[src/rtl/ifid_hazard.sv]
// ifid_hazard: IF/ID pipeline register merged with the load-use hazard detector.
// Captures the fetched PC+4 and instruction, slices out the register fields for
// decode, stalls fetch and IF/ID for one cycle on a load-use hazard, and flushes
// the captured instruction to NOP_INSTR on a taken branch.
// Optional build macro: IFID_PERF_CNT_EN adds saturating stall/flush counters;
// without it both counter ports are tied to zero.
module ifid_hazard #(
  parameter logic [31:0] NOP_INSTR = 32'h0000_0000
) (
  input  logic        clk_i,
  input  logic        rst_i,
  input  logic [31:0] pc_i,
  input  logic [31:0] instr_i,
  input  logic        branch_taken_i,
  input  logic        idex_memread_i,
  input  logic [4:0]  idex_rt_i,
  output logic [31:0] pc_o,
  output logic [31:0] instr_o,
  output logic [4:0]  rs_o,
  output logic [4:0]  rt_o,
  output logic [4:0]  rd_o,
  output logic        valid_o,
  output logic        stall_o,
  output logic        bubble_o,
  output logic [31:0] stall_cnt_o,
  output logic [31:0] flush_cnt_o
);

  logic hazard;

  assign rs_o = instr_o[25:21];
  assign rt_o = instr_o[20:16];
  assign rd_o = instr_o[15:11];

  // Load in EX writes a register the instruction in ID reads; $0 never counts.
  always_comb begin
    hazard = valid_o & idex_memread_i & (idex_rt_i != 5'd0) &
             ((idex_rt_i == rs_o) | (idex_rt_i == rt_o));
  end

  // A flush discards the instruction in ID, so its hazard must not stall fetch.
  assign stall_o  = hazard & ~branch_taken_i;
  assign bubble_o = stall_o;

  // IF/ID register: reset, then flush, then stall-hold, then normal capture.
  always_ff @(posedge clk_i) begin
    if (rst_i) begin
      pc_o    <= 32'd0;
      instr_o <= NOP_INSTR;
      valid_o <= 1'b0;
    end else if (branch_taken_i) begin
      instr_o <= NOP_INSTR;
      valid_o <= 1'b0;
    end else if (!stall_o) begin
      pc_o    <= pc_i;
      instr_o <= instr_i;
      valid_o <= 1'b1;
    end
  end

`ifdef IFID_PERF_CNT_EN
  logic [31:0] stall_cnt_q;
  logic [31:0] flush_cnt_q;

  // Saturating event counters; they stick at all-ones rather than wrapping.
  always_ff @(posedge clk_i) begin
    if (rst_i) begin
      stall_cnt_q <= 32'd0;
      flush_cnt_q <= 32'd0;
    end else begin
      if (stall_o && (stall_cnt_q != 32'hFFFF_FFFF))
        stall_cnt_q <= stall_cnt_q + 32'd1;
      if (branch_taken_i && (flush_cnt_q != 32'hFFFF_FFFF))
        flush_cnt_q <= flush_cnt_q + 32'd1;
    end
  end

  assign stall_cnt_o = stall_cnt_q;
  assign flush_cnt_o = flush_cnt_q;
`else
  assign stall_cnt_o = 32'd0;
  assign flush_cnt_o = 32'd0;
`endif

endmodule

[config.mk]
export PLATFORM = sky130hd
export DESIGN_NAME = ifid_hazard
export DESIGN_NICKNAME = d
export VERILOG_FILES = /design/src/rtl/ifid_hazard.sv
export SDC_FILE = /design/constraint.sdc
export NUM_CORES = 1
export LEC_CHECK = 0
export BUFFER_PORTS_ARGS = -buffer_cell sky130_fd_sc_hd__clkbuf_2
export CORE_ASPECT_RATIO = 1.4
export CORE_UTILIZATION = 40
export DETAILED_ROUTE_END_ITERATION = 10
export PLACE_DENSITY = 0.76
export SYNTH_ARGS = -nofsm -noshare
export SYNTH_HDL_FRONTEND = slang
export SYNTH_SLANG_ARGS = --single-unit
[constraint.sdc]
create_clock -name clk_i -period 3.9 [get_ports clk_i]
set_clock_uncertainty 0.15 [all_clocks]
set_input_delay 0.39 -clock clk_i [delete_from_list [all_inputs] [get_ports clk_i]]
set_output_delay 0.39 -clock clk_i [all_outputs]
set_load 0.02 [all_outputs]
==> Yosys cells after proc, flatten, opt, wreduce, memory -nomap -nowiden <==
Cells that the tools add are included.
{ "totals": {"in_bits": 73, "elab_cells": 15, "ff_bits": 65} }
{ "classes": {"reduce_logical": 3, "n_eq_ne": 2, "bitwise_logic": 7} }
{ "op_table": {"columns": ["operator", "count"], "rows": [
  ["5-bit equality test", 2],
  ["5-bit nonzero test", 1],
  ["1-bit bitwise AND", 4],
  ["1-bit NOT", 2],
  ["2-bit AND reduction", 1],
  ["2-bit OR reduction", 1],
  ["1-bit OR", 1]
]} }

==> Longest topological paths before layout <==
{ "depth": {"depth_word": 6, "depth_mapped": 8, "mapped_depth_nobuf": 5} }

==> Worst setup path before layout <==
Ideal clock, no wire load.
{ "synth_timing": {"path_kind": "reg2out", "startpoint": "reg instr_o[22]", "endpoint": "out stall_o", "t_arrival_ns": 2.240, "stages_incl_launch_ff": 9, "path_buffers": 4, "setup_slack_ns": 1.120, "required_time_ns": 3.360, "path_cell_list": "dfxtp_1 > xnor2_1 > nand3_1 > o22a_1 > buf_2 > buf_2 > buf_1 > nor3_1 > buf_4"} }
{ "synth_between": {"elab_chain_len": 4} }
{ "synth_rtl": {"columns": ["item", "line_no", "source"], "rows": [
  ["start: declaration", "18", "output logic [31:0] instr_o,"],
  ["start signal: assignment", "56", "instr_o <= instr_i;"],
  ["5-bit equality test", "38", "((idex_rt_i == rs_o) | (idex_rt_i == rt_o));"],
  ["1-bit OR", "38", null],
  ["1-bit bitwise AND", "37", "hazard = valid_o & idex_memread_i & (idex_rt_i != 5'd0) &"],
  ["1-bit bitwise AND", "42", "assign stall_o = hazard & ~branch_taken_i;"],
  ["end: declaration", "23", "output logic stall_o,"]
]} }
No other way between the ends.

==> Final worst setup path <==
{ "layout_timing": {"startpoint": "reg instr_o[23]", "endpoint": "out bubble_o"} }
{ "layout_between": {"elab_chain_len": 4} }
{ "layout_rtl": {"columns": ["item", "line_no", "source"], "rows": [
  ["5-bit equality test", "38", null],
  ["1-bit OR", "38", null],
  ["1-bit bitwise AND", "37", null],
  ["1-bit bitwise AND", "42", null],
  ["end: declaration", "24", "output logic bubble_o,"]
]} }
No other way between the ends.

==> metrics.sh <==
CRIT_CHAIN='xnor2_1, nand3_1, o22a_2, nor3_1, clkbuf_2'
CP-START-KIND='flop'
CTS.HOLD.BUFFERS_ADDED=0
CTS_TREE='done'
GRT_PASS1_VIAS=3346
CRITPATHREQUIREDTIME_NS=3.36
SYNTH.YOSYS.SEQ_AREA_SHARE_PCT=32.2
DETAIL_ROUTE.WIRELENGTH_UM=9540
GRT_START_MAX_NET_PINS=98
SYNTH_FLOP_CELL='dfxtp_1'
PLACE_CONGESTION=0.694
SYNTH_AREA_LEADER_CELL='dfxtp_1'
SYNTH.LIB_CELLS_USED.DISTINCT=24
FINALCRITICALPERIOD_NS=2.73
SYNTH_TOP_AREA_SHARE_PCT=32.2
CLOCK_ROOT_BUFFER='clkbuf_16'
DR.PASS1.ITERS=4
SYNTH-SEQ-CELLS=65
CLOCK-SINKS=65
ANTENNA_FOUND_INITIAL=1
SETUP_VIOLATIONS=0
LAYOUT.AREA.SEQ_UM2=1300
FILLERS=996
DRIVE_ABOVE_1_SHARE_PCT=28.9
POST-ROUTE-UTIL_PCT=48.7
CLOCK_LATENCY_NS=0.32
SYNTH_MOST_COMMON_CELL='buf_4'
DPL.HPWL_UM=6650
HOLD-PATH-CELL-COUNT=3
YOSYS_WARNINGS=0
MULTI_INPUT_AREA_UM2=2180
P_TOTAL_mW=1.98
GRT.OVERFLOW.TOTAL=0
CAP_VIOLATIONS=0
COREAREA_UM2=9850
CTS_INSERTED_BUFFERS=9
SETUP.WORST_PATH.END_CLASS='output pin'
POST-CTS-SETUP-BUFFERS=0
DRT_ITER0_DRC=131
NUM_IO_PINS=219
GLOBAL_ROUTE_WIRE_LENGTH_BEFORE_REPAIR_UM=14800
SLEW_HR_PCT=37.8
TIGHTEST_SLEW_NS=0.932
START_UTIL_PCT=41.0
CLK_PIN_SLEW_WORST_PATHS_NS=0.05
CTSRESIZECOUNT=0
TIMING.SETUP.TNS_NS=0
HOLD_VIOL_FINAL=0
CTS_HTREE_LEVELS=3
AREA_GROWTH_PCT=18.7
NUM_ANTENNA_CELLS=0
GR-USAGE-ALL-LAYERS_PCT=17.8
NNETSFINAL=682
DETAIL_ROUTE.DRC_VIOLATIONS=0
X_DIMENSION_OF_THE_DIE_UM=86.9
OUTCOME='completed'
TOTAL_NUMBER_OF_VIAS=3770
R2R.WORST_PATH.CELLS=6
DIE_H_UM=121
SYN_INST=503
CP.ARRIVAL_NS=2.19
NUMBER_OF_SLEW_LIMIT_VIOLATIONS_IN_THE_FINAL_REPORT=0
SYNTH-EDFF-COUNT=0
FLOORPLAN.DIE_AREA_UM2=10500
ROUTED_VIA_DENSITY=5.04
CELLLEAKAGEPOWER_nW=2.22
STD_CELL_ROWS=43
ASYNCSETRESETFLOPFRACSYNTH_PCT=0
MAX-VDD-IR-DROP_mV=0.211
POST_SYNTH_MAIN_AREA_CONTRIBUTORS='dfxtp_1, buf_4, o21ai_0'
TIMING.CRITICAL_PATH.SLOWEST_CELL_DELAY_NS=0.45
SYN_AVG_CELL_AREA_UM2=8.03
CRITICAL-PATH-SLOWEST-CELL='o22a_2'
PWR_DENSITY_CELL_nW_PER_UM2=414
DRTANTENNAVIOLNETS=0
TIMING.FINAL.CRIT_SHARE_PCT=70.0
YS_TOP_CELLS_BY_COUNT='buf_4, nand2_1, dfxtp_1, o21ai_0'
SYN_AREA_UM2=4040
DRT_WL_CELL_UM=12.8
PORT-BUFFER-COUNT=154
RSZ_0062_RAISED_AFTER_GLOBAL_ROUTING='no'
CRITPATHMAXFANOUT=30
CLOCK_TREE.BUFFER_DEPTH=2
FMAXACHIEVABLE_MHz=366
TIMING.SETUP.CRITICAL_PATH_CLASS='reg -> out'
WORST_HOLD_PATH_TYPE='in -> reg'
final cells by class:
type / instances / share of cell area (%)
Clock buffer: 12 / 5.14
Clock inverter: 3 / 1.36
Multi-Input combinational cell: 373 / 45.5
Sequential cell: 65 / 27.2
Tap cell: 135 / 3.53
Timing Repair Buffer: 160 / 17.3
metrics by stage:
stage,hold slack (ns),std cells,instance area [um^2],worst slack [ns]
final,0.159,748,4790,1.17
after global routing,0.162,748,4790,0.962
after CTS,0.145,748,4790,1.04
after detailed placement,0.310,733,4480,1.16
after global placement,0.298,733,4480,1.19
after floorplan,0.392,566,4270,1.12
sequential cells by signal, indices dropped and copies added (netlist names):
name / cells
instr_o: 32
pc_o: 32
valid_o: 1
metal layers:
| layer | vias up | GRT usage, % | part of all wire, % |
|---|---|---|---|
| li1 | 1845 | - | - |
| met1 | 1759 | 18.7 | 40 |
| met2 | 149 | 32.2 | 50 |
| met3 | 17 | 5.31 | 7.8 |
| met4 | 0 | 7.40 | 1.8 |
| met5 | - | 0 | 0 |
cell families (layout without fill, tap and decap cells):
group                     after synthesis  in the layout  share of synthesized area, %
xor gates and xnor gates               10             10                          2.17
and+or+nand+nor                       167            167                          23.7
buffers and inverters                 128            175                          20.0
AOI/OAI and AO/OA                     132            132                          21.8
other                                   1             64                        0.0929
DFF                                    65             65                          32.2
final timing paths:
kind	from	endpoint	slack [ns]
max	instr_o[23]$_SDFFE_PP0N_	bubble_o	1.17
min reg2reg	instr_o[1]$_SDFFE_PP0N_	instr_o[1]$_SDFFE_PP0N_	0.31
max reg2reg	instr_o[23]$_SDFFE_PP0N_	pc_o[12]$_SDFFE_PP0P_	1.40
min	instr_i[21]	instr_o[21]$_SDFFE_PP0N_	0.16
critical path: cells and delay by family (launching register included):
kind,cells,cell delay (ns)
AO/OA/AOI/OAI,1,0.45
flip-flops,1,0.34
AND/OR/NAND/NOR,2,0.59
buffers and inverters,1,0.26
XOR/XNOR,1,0.22
cells in the final DEF (no fill, tap or decap), types with 9 or more instances in the layout:
cell       instances
a211o_1           32
clkbuf_2         154
conb_1            64
nand3_1           34
a21boi_1          25
nor4b_1           32
xnor2_1           10
nand2_1           66
clkbuf_16          9
dfxtp_1           65
nor3b_1           32
o21ai_0           64
where the power goes:
part | total [mW] | internal [mW] | switching (mW) | leakage, nW
Clock | 0.839 | 0.572 | 0.267 | 0.153
Combinational | 0.393 | 0.137 | 0.256 | 1.53
Sequential | 0.750 | 0.714 | 0.0353 | 0.538
No activity file was read; power rests on OpenSTA's default activity.
